==> src/rtl/piso_bit_serializer_if.sv <==
// Word-in / bit-out handshake bundle for piso_bit_serializer.
// The master side offers words; the slave side (the serializer) returns the bit stream.
interface piso_bit_serializer_if #(
   parameter int WIDTH = 8
);
   logic [WIDTH-1:0] din;
   logic             din_valid;
   logic             din_ready;
   logic             x;
   logic             x_valid;
   logic             frame_start;
   logic             frame_end;
   logic             busy;

   modport master (
      output din, din_valid,
      input  din_ready, x, x_valid, frame_start, frame_end, busy
   );

   modport slave (
      input  din, din_valid,
      output din_ready, x, x_valid, frame_start, frame_end, busy
   );
endinterface

==> src/rtl/piso_bit_serializer.sv <==
// Parallel-in/serial-out stage: one WIDTH-bit word in, one bit per clk out, framed by start/end strobes.
// Define PARITY_BIT_EN to append an even-parity bit (PAR state) after each word's data bits.
module piso_bit_serializer #(
   parameter int WIDTH     = 8,
   parameter bit MSB_FIRST = 1'b1
) (
   input  logic                  clk,
   input  logic                  reset,
   piso_bit_serializer_if.slave  bus
);
   localparam int             CNT_W = $clog2(WIDTH);
   localparam logic [CNT_W-1:0] LAST = CNT_W'(WIDTH - 1);
`ifndef PARITY_BIT_EN
   localparam logic [CNT_W-1:0] LAST_M1 = CNT_W'(WIDTH - 2);
`endif

   typedef enum logic [1:0] {
      IDLE  = 2'd0,
      SHIFT = 2'd1
`ifdef PARITY_BIT_EN
      , PAR = 2'd2
`endif
   } state_t;

   state_t           state_r;
   logic [WIDTH-1:0] shreg_r;
   logic [CNT_W-1:0] cnt_r;
   logic             par_r;
   logic             x_r;
   logic             x_valid_r;
   logic             frame_start_r;
   logic             frame_end_r;
   logic             ready_s;
   logic             accept_s;

   function automatic logic first_bit(input logic [WIDTH-1:0] w);
      return MSB_FIRST ? w[WIDTH-1] : w[0];
   endfunction

   function automatic logic [WIDTH-1:0] shift_word(input logic [WIDTH-1:0] w);
      return MSB_FIRST ? {w[WIDTH-2:0], 1'b0} : {1'b0, w[WIDTH-1:1]};
   endfunction

   function automatic logic even_parity(input logic [WIDTH-1:0] w);
      return ^w;
   endfunction

   // Ready in IDLE and in the cycle that carries the frame's final bit
   always_comb begin
      ready_s = 1'b0;
      case (state_r)
         IDLE:    ready_s = 1'b1;
`ifdef PARITY_BIT_EN
         SHIFT:   ready_s = 1'b0;
         PAR:     ready_s = 1'b1;
`else
         SHIFT:   ready_s = (cnt_r == LAST);
`endif
         default: ready_s = 1'b0;
      endcase
   end

   assign accept_s         = bus.din_valid & ready_s;
   assign bus.din_ready    = ready_s;
   assign bus.busy         = (state_r != IDLE);
   assign bus.x            = x_r;
   assign bus.x_valid      = x_valid_r;
   assign bus.frame_start  = frame_start_r;
   assign bus.frame_end    = frame_end_r;

   // Frame sequencer; the shift register holds the bits not yet presented on x
   always_ff @(posedge clk or posedge reset) begin
      if (reset) begin
         state_r       <= IDLE;
         shreg_r       <= '0;
         cnt_r         <= '0;
         par_r         <= 1'b0;
         x_r           <= 1'b0;
         x_valid_r     <= 1'b0;
         frame_start_r <= 1'b0;
         frame_end_r   <= 1'b0;
      end else if (accept_s) begin
         state_r       <= SHIFT;
         shreg_r       <= shift_word(bus.din);
         cnt_r         <= '0;
         par_r         <= even_parity(bus.din);
         x_r           <= first_bit(bus.din);
         x_valid_r     <= 1'b1;
         frame_start_r <= 1'b1;
         frame_end_r   <= 1'b0;
      end else begin
         case (state_r)
            SHIFT: begin
               if (cnt_r != LAST) begin
                  cnt_r         <= cnt_r + 1'b1;
                  shreg_r       <= shift_word(shreg_r);
                  x_r           <= first_bit(shreg_r);
                  x_valid_r     <= 1'b1;
                  frame_start_r <= 1'b0;
`ifdef PARITY_BIT_EN
                  frame_end_r   <= 1'b0;
`else
                  frame_end_r   <= (cnt_r == LAST_M1);
`endif
               end else begin
`ifdef PARITY_BIT_EN
                  state_r       <= PAR;
                  x_r           <= par_r;
                  x_valid_r     <= 1'b1;
                  frame_start_r <= 1'b0;
                  frame_end_r   <= 1'b1;
`else
                  state_r       <= IDLE;
                  cnt_r         <= '0;
                  x_r           <= 1'b0;
                  x_valid_r     <= 1'b0;
                  frame_start_r <= 1'b0;
                  frame_end_r   <= 1'b0;
`endif
               end
            end
            default: begin
               state_r       <= IDLE;
               cnt_r         <= '0;
               x_r           <= 1'b0;
               x_valid_r     <= 1'b0;
               frame_start_r <= 1'b0;
               frame_end_r   <= 1'b0;
            end
         endcase
      end
   end
endmodule

==> src/flat_wrapper.sv <==
// flat-port wrapper written by rule: the top's interface ports become plain ports
module piso_bit_serializer_flat 
#(
   parameter int WIDTH     = 8,
   parameter bit MSB_FIRST = 1'b1
)
  (clk, reset, bus_din, bus_din_valid, bus_din_ready, bus_x, bus_x_valid, bus_frame_start, bus_frame_end, bus_busy);
  piso_bit_serializer_if #(.WIDTH(WIDTH)) bus_i ();
  input  logic clk;
  input  logic reset;
  input wire logic [$bits(bus_i.din)-1:0] bus_din;
  input wire logic [$bits(bus_i.din_valid)-1:0] bus_din_valid;
  output wire logic [$bits(bus_i.din_ready)-1:0] bus_din_ready;
  output wire logic [$bits(bus_i.x)-1:0] bus_x;
  output wire logic [$bits(bus_i.x_valid)-1:0] bus_x_valid;
  output wire logic [$bits(bus_i.frame_start)-1:0] bus_frame_start;
  output wire logic [$bits(bus_i.frame_end)-1:0] bus_frame_end;
  output wire logic [$bits(bus_i.busy)-1:0] bus_busy;
  assign bus_i.din = bus_din;
  assign bus_i.din_valid = bus_din_valid;
  assign bus_din_ready = bus_i.din_ready;
  assign bus_x = bus_i.x;
  assign bus_x_valid = bus_i.x_valid;
  assign bus_frame_start = bus_i.frame_start;
  assign bus_frame_end = bus_i.frame_end;
  assign bus_busy = bus_i.busy;
  piso_bit_serializer #(.WIDTH(WIDTH), .MSB_FIRST(MSB_FIRST)) u_core (.clk(clk), .reset(reset), .bus(bus_i));
endmodule
==> config.mk <==
export PLATFORM = sky130hd
export DESIGN_NAME = piso_bit_serializer_flat
export DESIGN_NICKNAME = d
export VERILOG_FILES = /design/src/rtl/piso_bit_serializer_if.sv /design/src/rtl/piso_bit_serializer.sv /design/src/flat_wrapper.sv
export SDC_FILE = /design/constraint.sdc
export NUM_CORES = 1
export LEC_CHECK = 0
export ABC_CLOCK_PERIOD_IN_PS = 2200
export CAP_MARGIN = 40
export CORE_MARGIN = 5
export CORE_UTILIZATION = 34
export DETAILED_ROUTE_END_ITERATION = 10
export GPL_ROUTABILITY_DRIVEN = 0
export PLACE_DENSITY = 0.66
export SYNTH_ARGS = -nofsm -noshare
export SYNTH_HDL_FRONTEND = slang
export SYNTH_SLANG_ARGS = --single-unit
==> constraint.sdc <==
create_clock -name clk -period 2.2 [get_ports clk]
set_clock_uncertainty 0.15 [all_clocks]
set_input_delay 0.33 -clock clk [delete_from_list [all_inputs] [get_ports clk]]
set_output_delay 0.33 -clock clk [all_outputs]
set_load 0.005 [all_outputs]
==> flow_summary_export.csv, run 1 <==
group,metric,value,unit
synth,syn_inst,50,
die,io_pins,17,
sta,slew_headroom,63.5,%
clock_tree,cts.sinks,15,
global_routing,track_usage,8.35,%
place,placed_area,885,µm²
global_routing,gr-total-overflow,0,
route,drc,0,
die,die_area,3100,µm²
synth,synth_seq_cells,15,
synth,synth_top_family_by_area,"multiplexers",
route,vias,401,
global_routing,antenna_found_initial,0,
global_routing,grt_max_degree,16,
sta,max_freq,534,MHz
sta,fin_setup_tns,0,ps
clock_tree,cts_buffers,3,
die,coreArea,1980,µm²
outcome,status,"finished, final reports clean",
route,drtIter0Drc,2,
layout,mostFrequentLayoutCells,"clkdlybuf4s50_1, dfrtp_1, mux2_4",
clock_tree,cts_root_buffer,"clkbuf_4",
layout,design_area,922,µm²
power_and_ir_drop,ir_worst_vdd,0.442,mV
die,start_util,35.8,%
synth,synth-seq-area-share,52.9,%
setup_path,reg2reg_from,"u_core.cnt_r[0]$_DFF_PP0_",
setup_path,cp_slowest_cell,"dfrtp_1",
sta,holdWs,245,ps
setup_path,crit_type,"reg2out",
synth,synth-simple-area-share,8.47,%
global_routing,grt_pass1_vias,448,
sta,worst_pin_slew,546,ps
layout,final_nets,85,
hold_path,hp-class,"in2async",
clock_tree,htreeDepth,1,
layout,syn_to_final_growth,30.0,%
route,wl_per_cell,11.6,µm
synth,synth_compound_area_share,0.705,%
job,cap_violations,0,
route,via_per_inst,4.13,
power_and_ir_drop,powerDensity,1060,nW/µm²
layout,n_fill_cell,173,
global_routing,grt_first_pass_wirelength,2.01,mm
synth,synth_cell_type_count,14,
clock_tree,clk_pin_slew,90,ps
setup_path,critPathArrivalTime,1390,ps
setup_path,crit_start,"u_core.cnt_r[0]$_DFF_PP0_",
sta,drv_slew,0,
die,die_h,55.7,µm
setup_path,worstSetupEndpoint,"bus_din_ready",
sta,fin_ws,329,ps
synth,muxShareOfSynthArea,26.3,%
setup_path,r2r_end,"u_core.shreg_r[3]$_DFFE_PP0P_",
place,dp_slack,325,ps
synth,synth_area_per_cell,14.2,µm²
sta,rsz0062_at_grt,"no",
clock_tree,cts_tree,"done",
sta,setup_viol,0,
clock_tree,clkLatencyLatePin,280,ps
route,ant_nets,0,
clock_tree,clock_path_buffers,2,
setup_path,r2r_slack,460,ps
layout,drive_above_1_share,32.9,%
power_and_ir_drop,power.leakage,0.455,nW
sta,fin_crit_sh,85.1,%
die,num_rows,16,
layout,antenna_cells,0,
setup_path,crit_path_end_kind,"output pin",
route,routed_wl,1.12,mm
setup_path,path_cells,"ha_1 > ha_1 > nand2b_1 > dlymetal6s2s_1",
place,portBuffers,16,
synth,yosys.area_share.xor_xnor,0,%
synth,yosysWarnings,0,
setup_path,start_kind,"flip-flop",
setup_path,critPathMostFrequentCell,"ha_1",
synth,synth_nets,64,
sta,fin_crit,1870,ps
synth,syn_area,709,µm²
synth,synthAdderAreaFrac,5.29,%
power_and_ir_drop,total_power,0.000973,W
setup_path,ff2ff_path_depth,5,
setup_path,slowest_delay,410,ps
route,first_pass_iters,2,
setup_path,cp_max_fo,3,
setup_path,critical_path_required,1720,ps
die,die_w,55.7,µm
sta,hold_viol_final,0,
## sequential cells by signal, summed over array words and instances, names as in the netlist
name                    cells
u_core.bus.frame_end        1
u_core.bus.frame_start      1
u_core.shreg_r              7
u_core.cnt_r                3
u_core.state_r              1
u_core.bus.x                1
u_core.bus.x_valid          1
## metrics by stage
step,utilization [%],cells
after floorplan,-,50
after global placement,44.6,92
after detailed placement,44.6,92
after CTS,46.0,96
after global routing,46.5,97
final,46.5,97
## metal layers
layer  vias to the layer above  part of all wire (%)  track usage, %
met4                         0                   1.9            6.25
met1                       184                    45            9.36
met2                        12                    45            12.3
met5                         -                     0               0
li1                        203                     -               -
met3                         2                   7.4            3.71
## power breakdown
group          internal (W)  leakage (nW)  switching (W)  total (W)
Sequential         0.000375         0.189      0.0000486   0.000424
Clock             0.0000673        0.0177      0.0000842   0.000152
Combinational      0.000249         0.248       0.000149   0.000398
## cells in the mapped netlist
master	count	area [µm²]
mux2i_1	1	10.0
dfrtp_1	15	375
nand2_1	3	11.3
nand2b_1	1	6.26
mux2_2	5	56.3
nand2b_2	2	17.5
mux2_4	8	120
inv_1	3	11.3
ha_1	3	37.5
and2_1	1	6.26
and2_2	1	7.51
a21oi_1	1	5.00
buf_6	3	33.8
nor2_1	3	11.3
## worst min-delay path by stage
| stage | end | slack [ps] | depth (start not counted) |
|---|---|---|---|
| finish | u_core.bus.x$_DFF_PP0_ | 250 | 2 |
| global route | u_core.bus.x$_DFF_PP0_ | 290 | 2 |
| CTS | u_core.bus.frame_start$_DFF_PP0_ | 260 | 2 |
| detailed placement | u_core.cnt_r[0]$_DFF_PP0_ | 310 | 1 |
| global placement | u_core.cnt_r[0]$_DFF_PP0_ | 300 | 1 |
| floorplan | u_core.bus.frame_end$_DFF_PP0_ | 80 | 1 |
## final cells by class
class / count / area [µm²] / area share [%]
sequential: 15 / 375 / 40.7
multi-input combinational: 29 / 289 / 31.3
timing repair buffer: 19 / 185 / 20.1
tap: 27 / 33.8 / 3.66
clock buffer: 3 / 22.5 / 2.44
inverter: 3 / 11.3 / 1.22
clock inverter: 1 / 5.00 / 0.543
## kinds of logic after synthesis
family                     Yosys count
AOI/OAI and AO/OA                    1
buffers and inverters                6
muxes                               14
DFF                                 15
adders and majority gates            3
and+or+nand+nor                     11
## critical path: cells and delay by family (launching register included)
family	cells	cell delay, ps
fa+ha+maj	2	390
buf+inv	1	150
flops	1	410
simple gates	1	160
## repair_timing
item | 4_1_cts | 5_1_grt
endpoints found under the hold margin | 0 | 0
setup endpoints to repair | 0 | 1
hold buffers | 0 | 0
resized for setup | 0 | 1
buffers inserted | 0 | 1
(Power assumes the default switching activity.)
==> inputs of run 2 (changes only) <==
Settings changed: CAP_MARGIN 40 to 10, CTS_BUF_LIST set to sky130_fd_sc_hd__clkbuf_4.
==> results of run 2 <==
No change in the layout: final DEF, timing and power equal those of run 1.
==> inputs of run 3 (changes only) <==
Settings changed: GPL_TIMING_DRIVEN set to 0.
==> flow_summary_export.csv, run 3 (same netlist as run 1, synthesis figures left out) <==
group,metric,value,unit
layout,largest-register,"u_core.shreg_r",
global_routing,gr-total-overflow,0,
die,die_area,3100,µm²
power_and_ir_drop,powerDensity,1070,nW/µm²
global_routing,antenna_found_initial,0,
setup_path,slowest_delay,410,ps
die,die_w,55.7,µm
sta,drv_slew,0,
place,dpl.hpwl,831,µm
clock_tree,cts_root_buffer,"clkbuf_4",
sta,worst_pin_slew,554,ps
die,coreArea,1980,µm²
place,placed_area,903,µm²
hold_path,hp-class,"in2async",
layout,final_nets,87,
clock_tree,clock_path_buffers,2,
setup_path,critPathArrivalTime,1600,ps
setup_path,critical_path_required,1720,ps
setup_path,ff2ff_path_depth,6,
clock_tree,clkLatencyLatePin,280,ps
layout,top_regs,"u_core.shreg_r x7, u_core.cnt_r x3",
setup_path,start_kind,"flip-flop",
sta,hold_viol_final,0,
sta,slew_headroom,63.0,%
place,dp_slack,69.5,ps
layout,largest_reg_flops,7,
route,vias,412,
route,drc,0,
sta,fin_crit_sh,94.7,%
layout,drive_above_1_share,34.7,%
setup_path,worst-path-buf-inv,2,
sta,fin_crit,2080,ps
global_routing,track_usage,8.40,%
die,num_rows,16,
global_routing,grt_pass1_vias,397,
setup_path,cp_max_fo,5,
place,portBuffers,16,
die,die_h,55.7,µm
place,placedCellCount,93,
route,wl_per_cell,11.3,µm
setup_path,path_cells,"ha_1 > ha_1 > nand2b_1 > buf_6 > dlygate4sd2_1",
sta,fin_setup_tns,0,ps
setup_path,crit_type,"reg2out",
sta,rsz0062_at_grt,"no",
sta,fin_ws,117,ps
sta,setup_viol,0,
route,first_pass_iters,2,
setup_path,crit_cells,5,
global_routing,grt_max_degree,16,
clock_tree,cts_hold_buf,0,
outcome,status,"finished, final reports clean",
route,via_per_inst,4.16,
layout,design_area,943,µm²
job,cap_violations,0,
setup_path,crit_path_end_kind,"output pin",
setup_path,crit_family,"flip-flops",
layout,antenna_cells,0,
sta,max_freq,480,MHz
clock_tree,cts.sinks,15,
layout,mostFrequentLayoutCells,"clkdlybuf4s50_1, dfrtp_1, mux2_4",
route,drtIter0Drc,1,
layout,syn_to_final_growth,33.0,%
clock_tree,cts_buffers,3,
power_and_ir_drop,ir_worst_vdd,0.469,mV
clock_tree,htreeDepth,1,
route,routed_wl,1.12,mm
layout,final_cells,99,
layout,n_fill_cell,170,
setup_path,cp_slowest_cell,"dfrtp_1",
die,io_pins,17,
setup_path,critPathMostFrequentCell,"ha_1",
die,start_util,35.8,%
clock_tree,cts_tree,"done",
clock_tree,clk_pin_slew,80,ps
power_and_ir_drop,power.leakage,0.457,nW
route,ant_nets,0,
global_routing,grt_first_pass_wirelength,1.89,mm
-- run 3: cell types whose count changed in the layout (fill, tap and decap cells not counted), sizes merged --
cell | before | now
buf | 3 | 5
clkbuf | 3 | 4
clkinv | 1 | 0
dlygate4sd2 | 0 | 1
dlymetal6s2s | 1 | 0
-- run 3: report_power, final --
| group | internal [W] | switching, W | leakage (nW) |
|---|---|---|---|
| sequential | 0.000375 | 0.0000463 | 0.189 |
| combinational | 0.000273 | 0.000154 | 0.249 |
| clock | 0.0000826 | 0.0000807 | 0.0184 |
-- run 3: timing repair --
| action | CTS | global route |
|---|---|---|
| gates resized for setup | 1 | 0 |
| setup buffers | 0 | 3 |
| setup endpoints to repair | 1 | 1 |
-- run 3: per-layer routing --
metal	vias up	global-route usage (%)	routed length, µm
met3	2	5.80	100
met2	15	12.2	520
li1	207	-	-
met1	188	9.23	480
met5	-	0	0
met4	0	4.17	21
-- run 3: final timing paths --
kind	from	to	slack [ps]
worst max-delay path	u_core.cnt_r[0]$_DFF_PP0_	bus_din_ready	120
worst min-delay path	reset	u_core.cnt_r[2]$_DFF_PP0_	250
worst max register to register	u_core.cnt_r[0]$_DFF_PP0_	u_core.shreg_r[7]$_DFFE_PP0P_	410
worst min register to register	u_core.cnt_r[0]$_DFF_PP0_	u_core.cnt_r[0]$_DFF_PP0_	320
max in group asynchronous	reset	u_core.shreg_r[5]$_DFFE_PP0P_	1290
min in group clk	u_core.cnt_r[0]$_DFF_PP0_	u_core.cnt_r[0]$_DFF_PP0_	320
-- run 3: area by class of cell --
type                            instances  area, µm²  area share [%]
Sequential cell                        15        375            39.8
Multi-Input combinational cell         29        289            30.6
Timing Repair Buffer                   19        181            19.2
Tap cell                               27       33.8            3.58
Clock buffer                            4       30.0            3.18
Buffer                                  2       22.5            2.39
Inverter                                3       11.3            1.19
-- run 3: per-stage QoR --
stage	hold slack [ps]	power, W	utilization, %
global placement	300	0.000839	45.6
finish	248	0.00101	47.6
detailed placement	309	0.000851	45.6
CTS	263	0.000988	46.5
floorplan	81.5	0.000712	-
global route	284	0.00109	47.6
